<file path="src/rtl/arb_pkg.sv">
// Shared definitions for the mux-based round-robin arbiter and its datapath mux.
package arb_pkg;

   typedef enum logic {
      EMPTY = 1'b0,
      FULL  = 1'b1
   } occ_t;

   // Index arithmetic is done at this width before narrowing to the select width.
   typedef int unsigned sel_idx_t;

   function automatic int unsigned sel_width(input int unsigned n);
      return (n <= 1) ? 1 : $clog2(n);
   endfunction

endpackage

</file>
<file path="src/rtl/mux.sv">
// Word-wide N:1 multiplexer; an out-of-range select yields zero.
module mux
   import arb_pkg::*;
#(
   parameter int unsigned NUM_INPUTS = 6,
   parameter int unsigned DATA_WIDTH = 8,
   localparam int unsigned SEL_W = sel_width(NUM_INPUTS)
) (
   input  logic [SEL_W-1:0]                 i_select,
   input  logic [NUM_INPUTS*DATA_WIDTH-1:0] i_data_bus,
   output logic [DATA_WIDTH-1:0]            o_data
);

   always_comb begin
      o_data = '0;
      for (int unsigned k = 0; k < NUM_INPUTS; k++) begin
         if (i_select == SEL_W'(k)) begin
            o_data = i_data_bus[k*DATA_WIDTH +: DATA_WIDTH];
         end
      end
   end

endmodule

</file>
<file path="src/rtl/mux_rr_arbiter.sv">
// Round-robin arbiter driving a shared mux, with a valid/ready output register
// that can reload in the same cycle it drains.
module mux_rr_arbiter
   import arb_pkg::*;
#(
   parameter int unsigned NUM_INPUTS = 6,
   parameter int unsigned DATA_WIDTH = 8,
   localparam int unsigned SEL_W = sel_width(NUM_INPUTS)
) (
   input  logic                             clk,
   input  logic                             rst,
   input  logic [NUM_INPUTS-1:0]            i_req,
   input  logic [NUM_INPUTS*DATA_WIDTH-1:0] i_data_bus,
   output logic [NUM_INPUTS-1:0]            o_ack,
   output logic [SEL_W-1:0]                 o_select,
   output logic                             o_valid,
   output logic [DATA_WIDTH-1:0]            o_data,
   output logic [SEL_W-1:0]                 o_grant_id,
   input  logic                             i_ready
);

   occ_t                  state, state_next;
   logic [SEL_W-1:0]      ptr;
   logic [SEL_W-1:0]      grant;
   logic [SEL_W-1:0]      idx;
   logic                  found;
   logic                  accept;
   sel_idx_t              sum;
   logic [DATA_WIDTH-1:0] mux_out;

   // Rotating priority search: first requester at or after ptr, wrapping.
   always_comb begin
      grant = '0;
      found = 1'b0;
      sum   = '0;
      idx   = '0;
      for (int unsigned k = 0; k < NUM_INPUTS; k++) begin
         sum = sel_idx_t'(ptr) + k;
         if (sum >= NUM_INPUTS) begin
            sum = sum - NUM_INPUTS;
         end
         idx = SEL_W'(sum);
         if (!found && i_req[idx]) begin
            grant = idx;
            found = 1'b1;
         end
      end
   end

   assign o_valid  = (state == FULL);
   assign accept   = !rst && (|i_req) && (!o_valid || i_ready);
   assign o_select = (|i_req) ? grant : ptr;

   always_comb begin
      o_ack = '0;
      if (accept) begin
         o_ack[grant] = 1'b1;
      end
   end

   always_comb begin
      state_next = state;
      case (state)
         EMPTY:   if (accept) state_next = FULL;
         FULL:    if (i_ready && !accept) state_next = EMPTY;
         default: state_next = EMPTY;
      endcase
   end

   mux #(
      .NUM_INPUTS (NUM_INPUTS),
      .DATA_WIDTH (DATA_WIDTH)
   ) u_mux (
      .i_select   (o_select),
      .i_data_bus (i_data_bus),
      .o_data     (mux_out)
   );

   always_ff @(posedge clk or posedge rst) begin
      if (rst) begin
         state      <= EMPTY;
         ptr        <= '0;
         o_data     <= '0;
         o_grant_id <= '0;
      end else begin
         state <= state_next;
         if (accept) begin
            o_data     <= mux_out;
            o_grant_id <= grant;
            ptr        <= (grant == SEL_W'(NUM_INPUTS - 1)) ? '0 : grant + 1'b1;
         end
      end
   end

endmodule

</file>
<file path="config.mk">
export PLATFORM = sky130hd
export DESIGN_NAME = mux_rr_arbiter
export DESIGN_NICKNAME = d
export VERILOG_FILES = /design/src/rtl/arb_pkg.sv /design/src/rtl/mux.sv /design/src/rtl/mux_rr_arbiter.sv
export SDC_FILE = /design/constraint.sdc
export NUM_CORES = 1
export LEC_CHECK = 0
export CORE_ASPECT_RATIO = 0.6
export CORE_UTILIZATION = 49
export CTS_BUF_LIST = sky130_fd_sc_hd__clkbuf_16
export DETAILED_ROUTE_END_ITERATION = 16
export PLACE_DENSITY = 0.93
export SLEW_MARGIN = 30
export SYNTH_ARGS = -nofsm -noshare
export SYNTH_HDL_FRONTEND = slang
export SYNTH_SLANG_ARGS = --single-unit
</file>
<file path="constraint.sdc">
create_clock -name clk -period 12.3 [get_ports clk]
set_input_delay 3.69 -clock clk [delete_from_list [all_inputs] [get_ports clk]]
set_output_delay 3.69 -clock clk [all_outputs]
set_load 0.05 [all_outputs]
</file>
**Yosys cells after proc, flatten, opt, wreduce, memory -nomap -nowiden**

Index checks and enable logic that the tools add are counted.

- Flip-flop bits (word level): 15
- Bits of input ports: 57
- Output and inout bits: 21

- $add $sub $neg: 12
- $lt $le $gt $ge: 14
- Eq/ne operators: 6
- Multiplexer cells: 43
- Bitwise operators: 1
- Reductions and logical operators: 20

Operators with widths:

| operator | number |
|---|---|
| 2-to-1 mux 8 bit | 6 |
| 2-to-1 mux 3 bit | 14 |
| < comparator 3 x 4 -> 1 bit, second input constant | 7 |
| greater-or-equal comparator 4 x 3 -> 1 bit, second input constant | 5 |
| binary-select mux 1 bit (select 3 bit) | 6 |
| subtractor 3 bit, second input constant | 6 |
| 2-to-1 mux 1 bit | 14 |
| equality test 3 bit, second input constant | 3 |
| logical AND 1 bit | 9 |
| adder 3 x 2 -> 4 bit, second input constant | 2 |
| adder 3 x 3 -> 4 bit, second input constant | 2 |
| zero test 1 bit | 8 |
| equality test 3 x 2 -> 1 bit, second input constant | 2 |
| 2-to-1 mux 6 bit | 1 |
| OR reduction 6 bit | 1 |
| adder 3 x 1 -> 4 bit, second input constant | 1 |
| adder 3 x 1 -> 3 bit, second input constant | 1 |
| demux 1 bit (select 3 bit) | 1 |
| equality test 3 x 1 -> 1 bit, second input constant | 1 |
| greater-or-equal comparator 3 x 1 -> 1 bit, second input constant | 1 |
| greater-or-equal comparator 3 bit, second input constant | 1 |
| zero test 3 bit | 1 |
| one-hot mux 1 bit (2 select lines) | 1 |
| logical OR 1 bit | 1 |
| NOT 1 bit | 1 |

**Depth between registers and ports, before layout**

- Word-level depth: 28
- Depth in mapped cells: 17

**By module**

From an unflattened synthesis, not the netlist that was laid out.

- Cells, all modules: 247
- Area, all modules: 2118.3 um2

Modules (own cells, without submodules):

| module | instances | cells each | area an instance (um2) |
|---|---|---|---|
| mux_rr_arbiter | 1 | 200 | 1660.3 |
| mux | 1 | 47 | 457.9 |

**Least setup slack after synthesis**

No wires, ideal clock.

- Path type: input port to output port
- Start: input i_req[4]
- End: output o_ack[1]
- Arrival time: 6650 ps
- Data required time: 8610 ps
- Slack: 1960 ps
- Cell stages on the path: 8
- Path buffers: 0
- Cell sequence: mux2_4 -> nor3_1 -> o31ai_2 -> nand3b_1 -> a221oi_1 -> o32a_1 -> o21ai_1 -> nor4_1

- Word-level cells in the longest chain between the ends: 23
- Elaborated cells between the ends (all ways): 42
- Classes of those cells: 2 x order compare; 26 x mux; 14 x reduce/logical

RTL lines:

| item | RTL line | text |
|---|---|---|
| start, declared | mux_rr_arbiter.sv:12 | `input logic [NUM_INPUTS-1:0] i_req,` |
| binary-select mux 1 bit (select 3 bit) | mux_rr_arbiter.sv:43 | `if (!found && i_req[idx]) begin` |
| 2-to-1 mux 1 bit (not written as such) | mux_rr_arbiter.sv:43 |  |
| 2-to-1 mux 1 bit | mux_rr_arbiter.sv:43 |  |
| zero test 1 bit | mux_rr_arbiter.sv:43 |  |
| logical AND 1 bit | mux_rr_arbiter.sv:43 |  |
| 2-to-1 mux 1 bit | mux_rr_arbiter.sv:43 |  |
| zero test 1 bit | mux_rr_arbiter.sv:43 |  |
| logical AND 1 bit | mux_rr_arbiter.sv:43 |  |
| (+7 left out) | - |  |
| zero test 1 bit | mux_rr_arbiter.sv:43 |  |
| logical AND 1 bit | mux_rr_arbiter.sv:43 |  |
| 2-to-1 mux 3 bit | mux_rr_arbiter.sv:43 |  |
| < comparator 3 x 4 -> 1 bit (not written as such) or greater-or-equal comparator 3 x 1 -> 1 bit (tied branches) | mux_rr_arbiter.sv:57 | `o_ack[grant] = 1'b1;` |
| logical AND 1 bit (not written as such) | mux_rr_arbiter.sv:57 |  |
| 2-to-1 mux 1 bit (not written as such) | mux_rr_arbiter.sv:57 |  |
| demux 1 bit (select 3 bit) | mux_rr_arbiter.sv:57 |  |
| 2-to-1 mux 6 bit (*) | mux_rr_arbiter.sv:56 | `if (accept) begin` |
| end, declared | mux_rr_arbiter.sv:14 | `output logic [NUM_INPUTS-1:0] o_ack,` |

Mark *: on every way between the ends. The rest lies on a longest branch, timed or not. The select of a mux whose other input is x is not followed.

**Worst setup path after layout**

- Start: input i_req[1]
- End: output o_ack[4]

Same word-level chain as after synthesis.

==> impl_metrics.json <==
{
  "status": "completed",
  "place_hpwl_mm": 5.43,
  "synthCells": 254,
  "detail_route.first_pass.iterations": 5,
  "grt_util_all_layers_pct": 31.1,
  "reg2reg_depth": 10,
  "fin_setup_tns_ps": 0,
  "cts_root_buf": "sky130_fd_sc_hd__clkbuf_16",
  "synth_top_family_by_area": "compound AO/OA/AOI/OAI gates",
  "grt_pass1_wl_mm": 10.8,
  "grt_pass1_vias": 2215,
  "cp_max_fo": 13,
  "cts_setup_buffers": 0,
  "rows": 18,
  "avgSynthCellArea_um2": 8.32,
  "cts_repair_resizes": 0,
  "synth_cell_types": 59,
  "cp_top_family": "compound AO/OA/AOI/OAI gates",
  "multi_input_comb_area_um2": 1620,
  "finalSetupViolations": 0,
  "clkTransAtPathRegs_ps": 50,
  "muxShareOfSynthArea_pct": 20.3,
  "arrival_ps": 7700,
  "die_w_um": 86.8,
  "share_of_the_synthesized_area_in_compound_gates_ao_oa_aoi_oai_pct": 25.2,
  "timing.critical_path.slowest_stage_cell": "sky130_fd_sc_hd__clkdlybuf4s50_1",
  "netlist_area_pre_place_um2": 2110,
  "area.sequential_um2": 377,
  "r2r_start": "ptr[0]",
  "detailedRoute.firstIterationViolations": 401,
  "routabilityCongestion": 1.01,
  "synth-edff-count": 0,
  "worstSetupEndpointType": "output pin",
  "layout_worst_path_cycle_share_pct": 92.6,
  "grt_max_degree": 32,
  "grt_setup_unrepaired": "false",
  "timing.clock.skew_ps": 3.69,
  "top_layer": "met4",
  "cp_common_cell": "sky130_fd_sc_hd__clkdlybuf4s50_1",
  "yosysSeqAreaShare_pct": 17.8,
  "cts_htree_levels": 1,
  "detail_route.wirelength_mm": 7.20,
  "initial_utilization_pct": 51.2,
  "reg2reg_slack_ps": 7840,
  "layout_commonest_cell": "sky130_fd_sc_hd__clkdlybuf4s50_1",
  "ys.flop_type": "sky130_fd_sc_hd__dfrtp_1",
  "final_period_minus_worst_setup_slack_ps": 11390,
  "timing_worst_setup_path_type": "primary input to output pin",
  "cp_cell_sequence": "clkdlybuf4s50_1 > mux2_2 > o21ba_1 > o31ai_2 > nand3b_1 > a221oi_1 > o32a_1 > o21ai_1 > and3_1 > clkdlybuf4s50_1",
  "design.die.area_um2": 4590,
  "path_buf_inv": 2,
  "worst_path_largest_cell_delay_ps": 810,
  "worstSetupStartpointType": "primary input",
  "pin_count": 78,
  "synthArstFlopShare_pct": 100,
  "final_layout_size_suffix_gt1_share_pct": 10.6,
  "area_delta_synth_final_pct": 39.9,
  "max_cap_viol_count": 0,
  "diodes": 0,
  "hold_path_end": "o_grant_id[2]",
  "reg2reg_to": "ptr[1]",
  "routed_via_density": 6.63,
  "avgRoutedWirePerCell_um": 18.9,
  "ys_seq_elements": 15,
  "syn-num-nets": 319,
  "core-area_um2": 4120,
  "m1WireLength_mm": 2.94,
  "timing.final.hold_violations": 0,
  "cts_inserted_buffers": 3,
  "post_cts_hold_buffer_count": 0,
  "relSlewSlack_pct": 34.5,
  "synth_adder_area_share_pct": 4.74,
  "synth-xor-area-share_pct": 2.07,
  "timing.critical_path.required_ps": 8610,
  "max_freq_mhz": 87.8,
  "cts_tree": "built",
  "clkLatencyLatePin_ps": 250,
  "num_clock_sinks": 15,
  "grt_antenna_before_repair": 0,
  "n_fill_cell": 268,
  "met3WireLength_um": 810,
  "num-nets-final": 386,
  "hold-path-cell-count": 2,
  "drc": 0,
  "finalMaxSlewViolations": 0,
  "highest_count_cells_in_the_layout_ignoring_fill_and_taps": "sky130_fd_sc_hd__clkdlybuf4s50_1, sky130_fd_sc_hd__nand2_1, sky130_fd_sc_hd__nand3_1, sky130_fd_sc_hd__mux2_2, sky130_fd_sc_hd__dfrtp_1",
  "hold_start": "o_grant_id[2]",
  "max_slew.worst_pin.slew_ps": 976,
  "synth_simple_gate_area_share_pct": 24.2,
  "worst_hold_path_type": "flip-flop to flip-flop",
  "port-buffer-count": 77,
  "detailroute.via_count": 2519,
  "cts_buffer_depth": 2,
  "met2_length_mm": 3.21,
  "grt-ovfl-total": 0,
  "final_antenna_net_count": 0,
  "die_y_um": 52.9,
  "yosys_warnings": 0
}
## cells by family (layout without fill, tap and decap cells)
kind of cell               after synthesis  count (layout)
AOI/OAI and AO/OA                       72              72
xor gates and xnor gates                 5               5
adders and majority gates                8               8
buffers and inverters                   23              89
DFF                                     15              15
muxes                                   37              37
and+or+nand+nor                         94              94
## flip-flops by register name, indices dropped and copies added (netlist names)
signal / cells
o_data: 8
o_valid: 1
ptr: 3
o_grant_id: 3
## worst max-delay path by stage
stage                  start        to  depth (start not counted)
floorplan           i_req[4]  o_ack[1]                          8
global placement    i_req[0]  o_ack[5]                         10
detailed placement  i_req[1]  o_ack[4]                         10
CTS                 i_req[1]  o_ack[4]                         10
global route        i_req[0]  o_ack[4]                         10
finish              i_req[1]  o_ack[4]                         10
## cell usage after synthesis (7+ instances only)
| cell | instances | share of area, % |
|---|---|---|
| sky130_fd_sc_hd__a22oi_1 | 9 | 3.2 |
| sky130_fd_sc_hd__dfrtp_1 | 15 | 18 |
| sky130_fd_sc_hd__o211ai_1 | 10 | 3.6 |
| sky130_fd_sc_hd__ha_1 | 8 | 4.7 |
| sky130_fd_sc_hd__mux2_2 | 14 | 7.5 |
| sky130_fd_sc_hd__o21ai_0 | 9 | 2.1 |
| sky130_fd_sc_hd__nor2_1 | 11 | 2.0 |
| sky130_fd_sc_hd__clkbuf_1 | 7 | 1.2 |
| sky130_fd_sc_hd__nor3_1 | 11 | 2.6 |
| sky130_fd_sc_hd__nand2_1 | 18 | 3.2 |
| sky130_fd_sc_hd__a21oi_1 | 10 | 2.4 |
| sky130_fd_sc_hd__mux2i_1 | 12 | 5.7 |
| sky130_fd_sc_hd__nand3_1 | 16 | 3.8 |
## layout make-up
class / instances / area share, %
inverters: 6 / 0.762
clock buffers: 3 / 2.54
flip-flops and latches: 15 / 12.7
well taps: 60 / 2.54
clock inverters: 1 / 0.127
repair buffers: 79 / 26.6
multi-input cells: 216 / 54.7
## metrics by stage
step | utilization, % | instance area [um^2] | hold WS (ps) | setup WS (ps) | instances
floorplan | - | 2110 | 658 | 1960 | 254
global placement | 69.8 | 2880 | 458 | 1190 | 376
detailed placement | 69.8 | 2880 | 476 | 1080 | 376
CTS | 71.7 | 2950 | 487 | 1020 | 380
global route | 71.7 | 2960 | 509 | 754 | 380
finish | 71.7 | 2960 | 492 | 914 | 380
## tightest hold or removal path: cells and delay by family, from the launching register on
| family | cells | cell delay [ps] |
|---|---|---|
| DFF | 1 | 340 |
| and+or+nand+nor | 2 | 120 |
## metal layers
layer  track usage, %  up-vias
met5                0        -
met4             9.17        0
met3             8.74       38
met2             50.7      190
met1             40.6     1184
li1                 -     1107
Power is left out: the tool's default activity adds up to more than one toggle a clock period on the data nets, which glitch-free logic cannot reach.
==> variant 1 (same settings) <==
`NUM_INPUTS` is set to 6 in 2 places; all go to 8.
--- a/src/rtl/mux.sv
+++ b/src/rtl/mux.sv
@@ -2,7 +2,7 @@
 module mux
    import arb_pkg::*;
 #(
-   parameter int unsigned NUM_INPUTS = 6,
+   parameter int unsigned NUM_INPUTS = 8,
    parameter int unsigned DATA_WIDTH = 8,
    localparam int unsigned SEL_W = sel_width(NUM_INPUTS)
 ) (
--- a/src/rtl/mux_rr_arbiter.sv
+++ b/src/rtl/mux_rr_arbiter.sv
@@ -3,7 +3,7 @@
 module mux_rr_arbiter
    import arb_pkg::*;
 #(
-   parameter int unsigned NUM_INPUTS = 6,
+   parameter int unsigned NUM_INPUTS = 8,
    parameter int unsigned DATA_WIDTH = 8,
    localparam int unsigned SEL_W = sel_width(NUM_INPUTS)
 ) (
Ports: changed (resized i_data_bus, i_req and o_ack); port bits go from 78 to 98. The function was not compared with the original's and may differ.
==> variant 1 against the unedited design <==
Wire length grew 15%; first-iteration DRC count shrank 35%; synthesized area grew 19%; die area up 18%; sequential share of layout area fell by 2.0 points; final area increased by 19%; sequential cell count unchanged; setup slack worse by 100 ps; non-clock buffer count increased by 20; critical path depth up 1; count of clock-buffer cells in the layout did not move; critical path type unchanged; largest cell class unchanged; highest routed layer unchanged.
Power is not shown: default switching activity piles up to over one toggle a cycle in this logic, so the estimate is an artifact.
==> variant 1: results (changes against the unedited design) <==
post_cts resized 0 (unchanged); sequential fraction of the synthesis area 15.0% (-2.8 points); Synth top cells by count 42 x nand2_1, 28 x mux2i_1, 18 x inv_1; largest net degree at the start of global routing 31 (-3.1%); Syn Nets 365 (+14%); Vias 2722 (+8.1%); fillers 318 (+19%); routability cong. 1.05 (+3.1%); hpwl dp 6.45 mm (+19%); DRT met1 WL 3.80 mm (+29%); setup bufs post-CTS 0 (unchanged); Final #Nets 445 (+15%); final wirelength 8.30 mm (+15%); outcome completed; warnings from Yosys 0 (unchanged); CP Max Fanout 10 (-3); first-pass GRT wire length 13.3 mm (+23%); Detailed Route Iter0 Violations 259 (-35%); Min-Delay Path Class reg2reg; antenna violations before repair 0 (unchanged); layout cells sized above 1 12.6% (+1.9 points); Synth cell types 61 (+3.4%); root buf cell clkbuf_16; clock latency on the worst-skew pair ~240 ps; # port buffers 97 (+26%); CTS Buffer Depth 2 (unchanged); met2 routed WL 3.39 mm (+5.6%); Synth area leaders dfrtp_1 15%, mux4_2 12%, mux2i_1 11%, nand2_1 6.3%, o41ai_2 5.2%; GRT Total Usage 31.9% (+0.76 points); top flop regs o_data: 8 flops, o_grant_id: 3 flops, ptr: 3 flops; Final Skew 3.86 ps (+0.168 ps); asr flop ratio synth 100% (unchanged); ANT cells 0 (unchanged); vias in the first global route 2554 (+15%); Slew HR 36.6% (+2.1 points); highest routed layer met4; Clk pin slew, worst setup/hold paths 50 ps (about the same); DR pass1 iterations 4 (-1); Main synth FF type dfrtp_1; Num CTS Buffers 3 (unchanged); H-tree lvl count 1 (unchanged); met3 wire length 1.00 mm (+23%); critical path data arrival time 7800 ps (+100 ps)
## variant 1: cell count changes after synthesis, moves of 9 or more
cell / change
inv_1: +12
mux2i_1: +16
nand2_1: +24
nand3_1: -11
a32oi_1: +9
mux4_2: +12
## variant 1: cell type report
cell class                 count  area [um^2]  area share [%]
inverter                      21         83.8            2.39
timing repair buffer          99          986            28.1
sequential                    15          375            10.7
tap                           63         78.8            2.25
multi-input combinational    227         1900            54.3
clock buffer                   3         75.1            2.14
clock inverter                 1         3.75           0.107
## variant 1: metrics by stage
stage	utilization [%]	cell area (um^2)	worst slack, ps	instances	hold slack, ps
after floorplan	-	2510	1440	287	748
after global placement	72.4	3430	1070	425	460
after detailed placement	72.4	3430	986	425	465
after CTS	74.1	3500	965	429	478
after global routing	74.1	3500	584	429	507
final	74.1	3500	814	429	480
## variant 1: kinds of logic after synthesis
logic type	count (synthesis)	synth area share, %
and+or+nand+nor	101	19.7
adders and majority gates	3	1.50
AOI/OAI and AO/OA	64	23.9
xor gates and xnor gates	3	1.05
buffers and inverters	45	9.14
DFF	15	15.0
muxes	56	29.8
## variant 1: metal layers
| layer | vias up | track usage (%) |
|---|---|---|
| li1 | 1255 | - |
| met1 | 1280 | 48.6 |
| met2 | 171 | 44.2 |
| met3 | 16 | 9.73 |
| met4 | 0 | 5.71 |
| met5 | - | 0 |
## variant 1: worst paths after layout
| kind | start | endpoint | slack, ps | cells after the start |
|---|---|---|---|---|
| setup / recovery | i_req[6] | o_ack[0] | 810 | 11 |
| setup reg to reg | ptr[0] | o_data[3] | 6750 | 11 |
| hold / removal | o_data[6] | o_data[6] | 480 | 2 |
| hold reg to reg | o_data[6] | o_data[6] | 480 | 2 |
| min in group asynchronous | rst | ptr[1] | 3900 | 2 |
| max in group asynchronous | rst | o_data[0] | 7990 | 2 |
## variant 1: worst max-delay path: stages
cell and delay [ps]:
clkdlybuf4s50_1 620, mux4_2 630, mux2i_1 310, nand2_1 150, nor3_1 380, nand2b_1 150
o21ai_0 220, and2_1 310, inv_1 160, nor4_1 280, clkdlybuf4s50_1 880
==> variant 2 (same settings) <==
Made on the original files. Reset style: synchronous (`rst`), changed in one clocked block.
--- a/src/rtl/mux_rr_arbiter.sv
+++ b/src/rtl/mux_rr_arbiter.sv
@@ -76,7 +76,7 @@
       .o_data     (mux_out)
    );
 
-   always_ff @(posedge clk or posedge rst) begin
+   always_ff @(posedge clk) begin
       if (rst) begin
          state      <= EMPTY;
          ptr        <= '0;
Behaviour: differs if rst is asserted again (counterexample within 4 cycles, from zero or initial values and one cycle with rst high); with rst held inactive, the same outputs for 10 cycles.
==> variant 2 against the unedited design <==
Sequential cell count is the same; wire length increased by 8.3%; synthesized cell count grew 9.4%; synthesized area rose by 2.2%; maximum frequency rose by 3.2%; final area is 2.5% higher; non-clock buffer count up 2; critical path type unchanged; highest routed layer unchanged; setup slack better by 350 ps.
Power is left out: the tool's default activity adds up to more than one toggle a clock period on the data nets, which glitch-free logic cannot reach.
==> variant 2: results (changes against the unedited design) <==
outcome completed; vias in the first global route 2340 (+5.6%); GRT Total Usage 33.0% (+1.8 points); asr flop ratio synth 0% (-100 points); Vias 2738 (+8.7%); antenna violations before repair 0 (unchanged); Final Skew 5.01 ps (+1.32 ps); first-pass GRT wire length 11.6 mm (+7.0%); XOR/XNOR share of the synthesized area 2.78% (+0.71 points); mux cell area share after synthesis 7.42% (-13 points); CP Max Fanout 11 (-2); WL/cell 19.1 um (+0.82%); routability cong. 0.946 (-6.8%); Final #Nets 414 (+7.3%); hpwl dp 5.88 mm (+8.3%); setup TNS 0 ps (unchanged); # port buffers 77 (unchanged); Main synth FF type dfxtp_1; Synth Area in Compound Gates 41.4% (+16 points); largest net degree at the start of global routing 33 (+3.1%); Clk pin slew, worst setup/hold paths about 60 ps; fillers 312 (+16%); warnings from Yosys 0 (unchanged); layout cells sized above 1 10.1% (-0.57 points); Num CTS Buffers 3 (unchanged); sequential fraction of the synthesis area 13.9% (-3.9 points); Min-Delay Path Class reg2reg; Syn Nets 343 (+7.5%); Synth area leaders dfxtp_1 14%, ha_1 4.6%, a21oi_1 3.9%, a221oi_1 3.7%, nand4_1 3.5%; CTS Buffer Depth 2 (unchanged); clock latency on the worst-skew pair 250 ps (about the same); post_cts resized 0 (unchanged); Detailed Route Iter0 Violations 441 (+10%); setup bufs post-CTS 0 (unchanged); adder-cell share of the synthesized area 4.64% (-0.10 points); Worst Tran Pin Value 873 ps (-103 ps); critical path data arrival time 7350 ps (-350 ps); worst slack at placement 1340 ps (+258 ps); Synth cell types 71 (+20%); root buf cell clkbuf_16; top flop regs o_data: 8 flops, o_grant_id: 3 flops, ptr: 3 flops; H-tree lvl count 1 (unchanged); DR pass1 iterations 6 (+1); ANT cells 0 (unchanged); Synth top cells by count 19 x nand2_1, 17 x a21oi_1, 15 x dfxtp_1, 15 x inv_1, 14 x nor2_1
-- variant 2: cells by family (layout without fill, tap and decap cells) --
group / Yosys count / in the layout
xor+xnor: 6 / 6
mux: 13 / 13
buf+inv: 30 / 100
simple gates: 89 / 89
compound gates: 117 / 117
flops: 15 / 15
fa+ha+maj: 8 / 8
-- variant 2: critical path: stages --
cell             delay (ps)
clkdlybuf4s50_1         530
mux2i_2                 410
nand2_1                 120
o21ai_0                 470
o211ai_1                150
nand4_1                 210
nand3_1                 380
or2_2                   460
nor2_1                  110
clkdlybuf4s50_1         820
-- variant 2: layout make-up --
class | instances | area (um^2) | share of cell area (%)
clock buffer | 3 | 75.1 | 2.48
clock inverter | 1 | 7.51 | 0.248
inverter | 15 | 56.3 | 1.86
multi-input combinational | 233 | 1710 | 56.6
sequential | 15 | 300 | 9.91
tap | 60 | 75.1 | 2.48
timing repair buffer | 81 | 801 | 26.4
-- variant 2: path summary, 6_finish.rpt --
path	from	end	slack, ps	depth (start not counted)
worst max-delay path	i_req[0]	o_ack[2]	1260	10
worst min-delay path	o_grant_id[1]	o_grant_id[1]	460	2
worst max register to register	ptr[0]	o_data[2]	7970	12
worst min register to register	o_grant_id[1]	o_grant_id[1]	460	2
-- variant 2: layer usage --
metal	vias up	part of all wire, %	GRT usage [%]
li1	1249	-	-
met1	1260	43	47.0
met2	207	42	48.2
met3	22	14	7.64
met4	0	2.0	10.7
met5	-	0	0
-- variant 2: stage by stage --
step                      std cells  util (%)  area (um^2)
after detailed placement        404      70.6         2940
after CTS                       408      72.6         3020
after floorplan                 278         -         2160
final                           408      72.7         3030
after global routing            408      72.7         3030
after global placement          404      70.6         2940
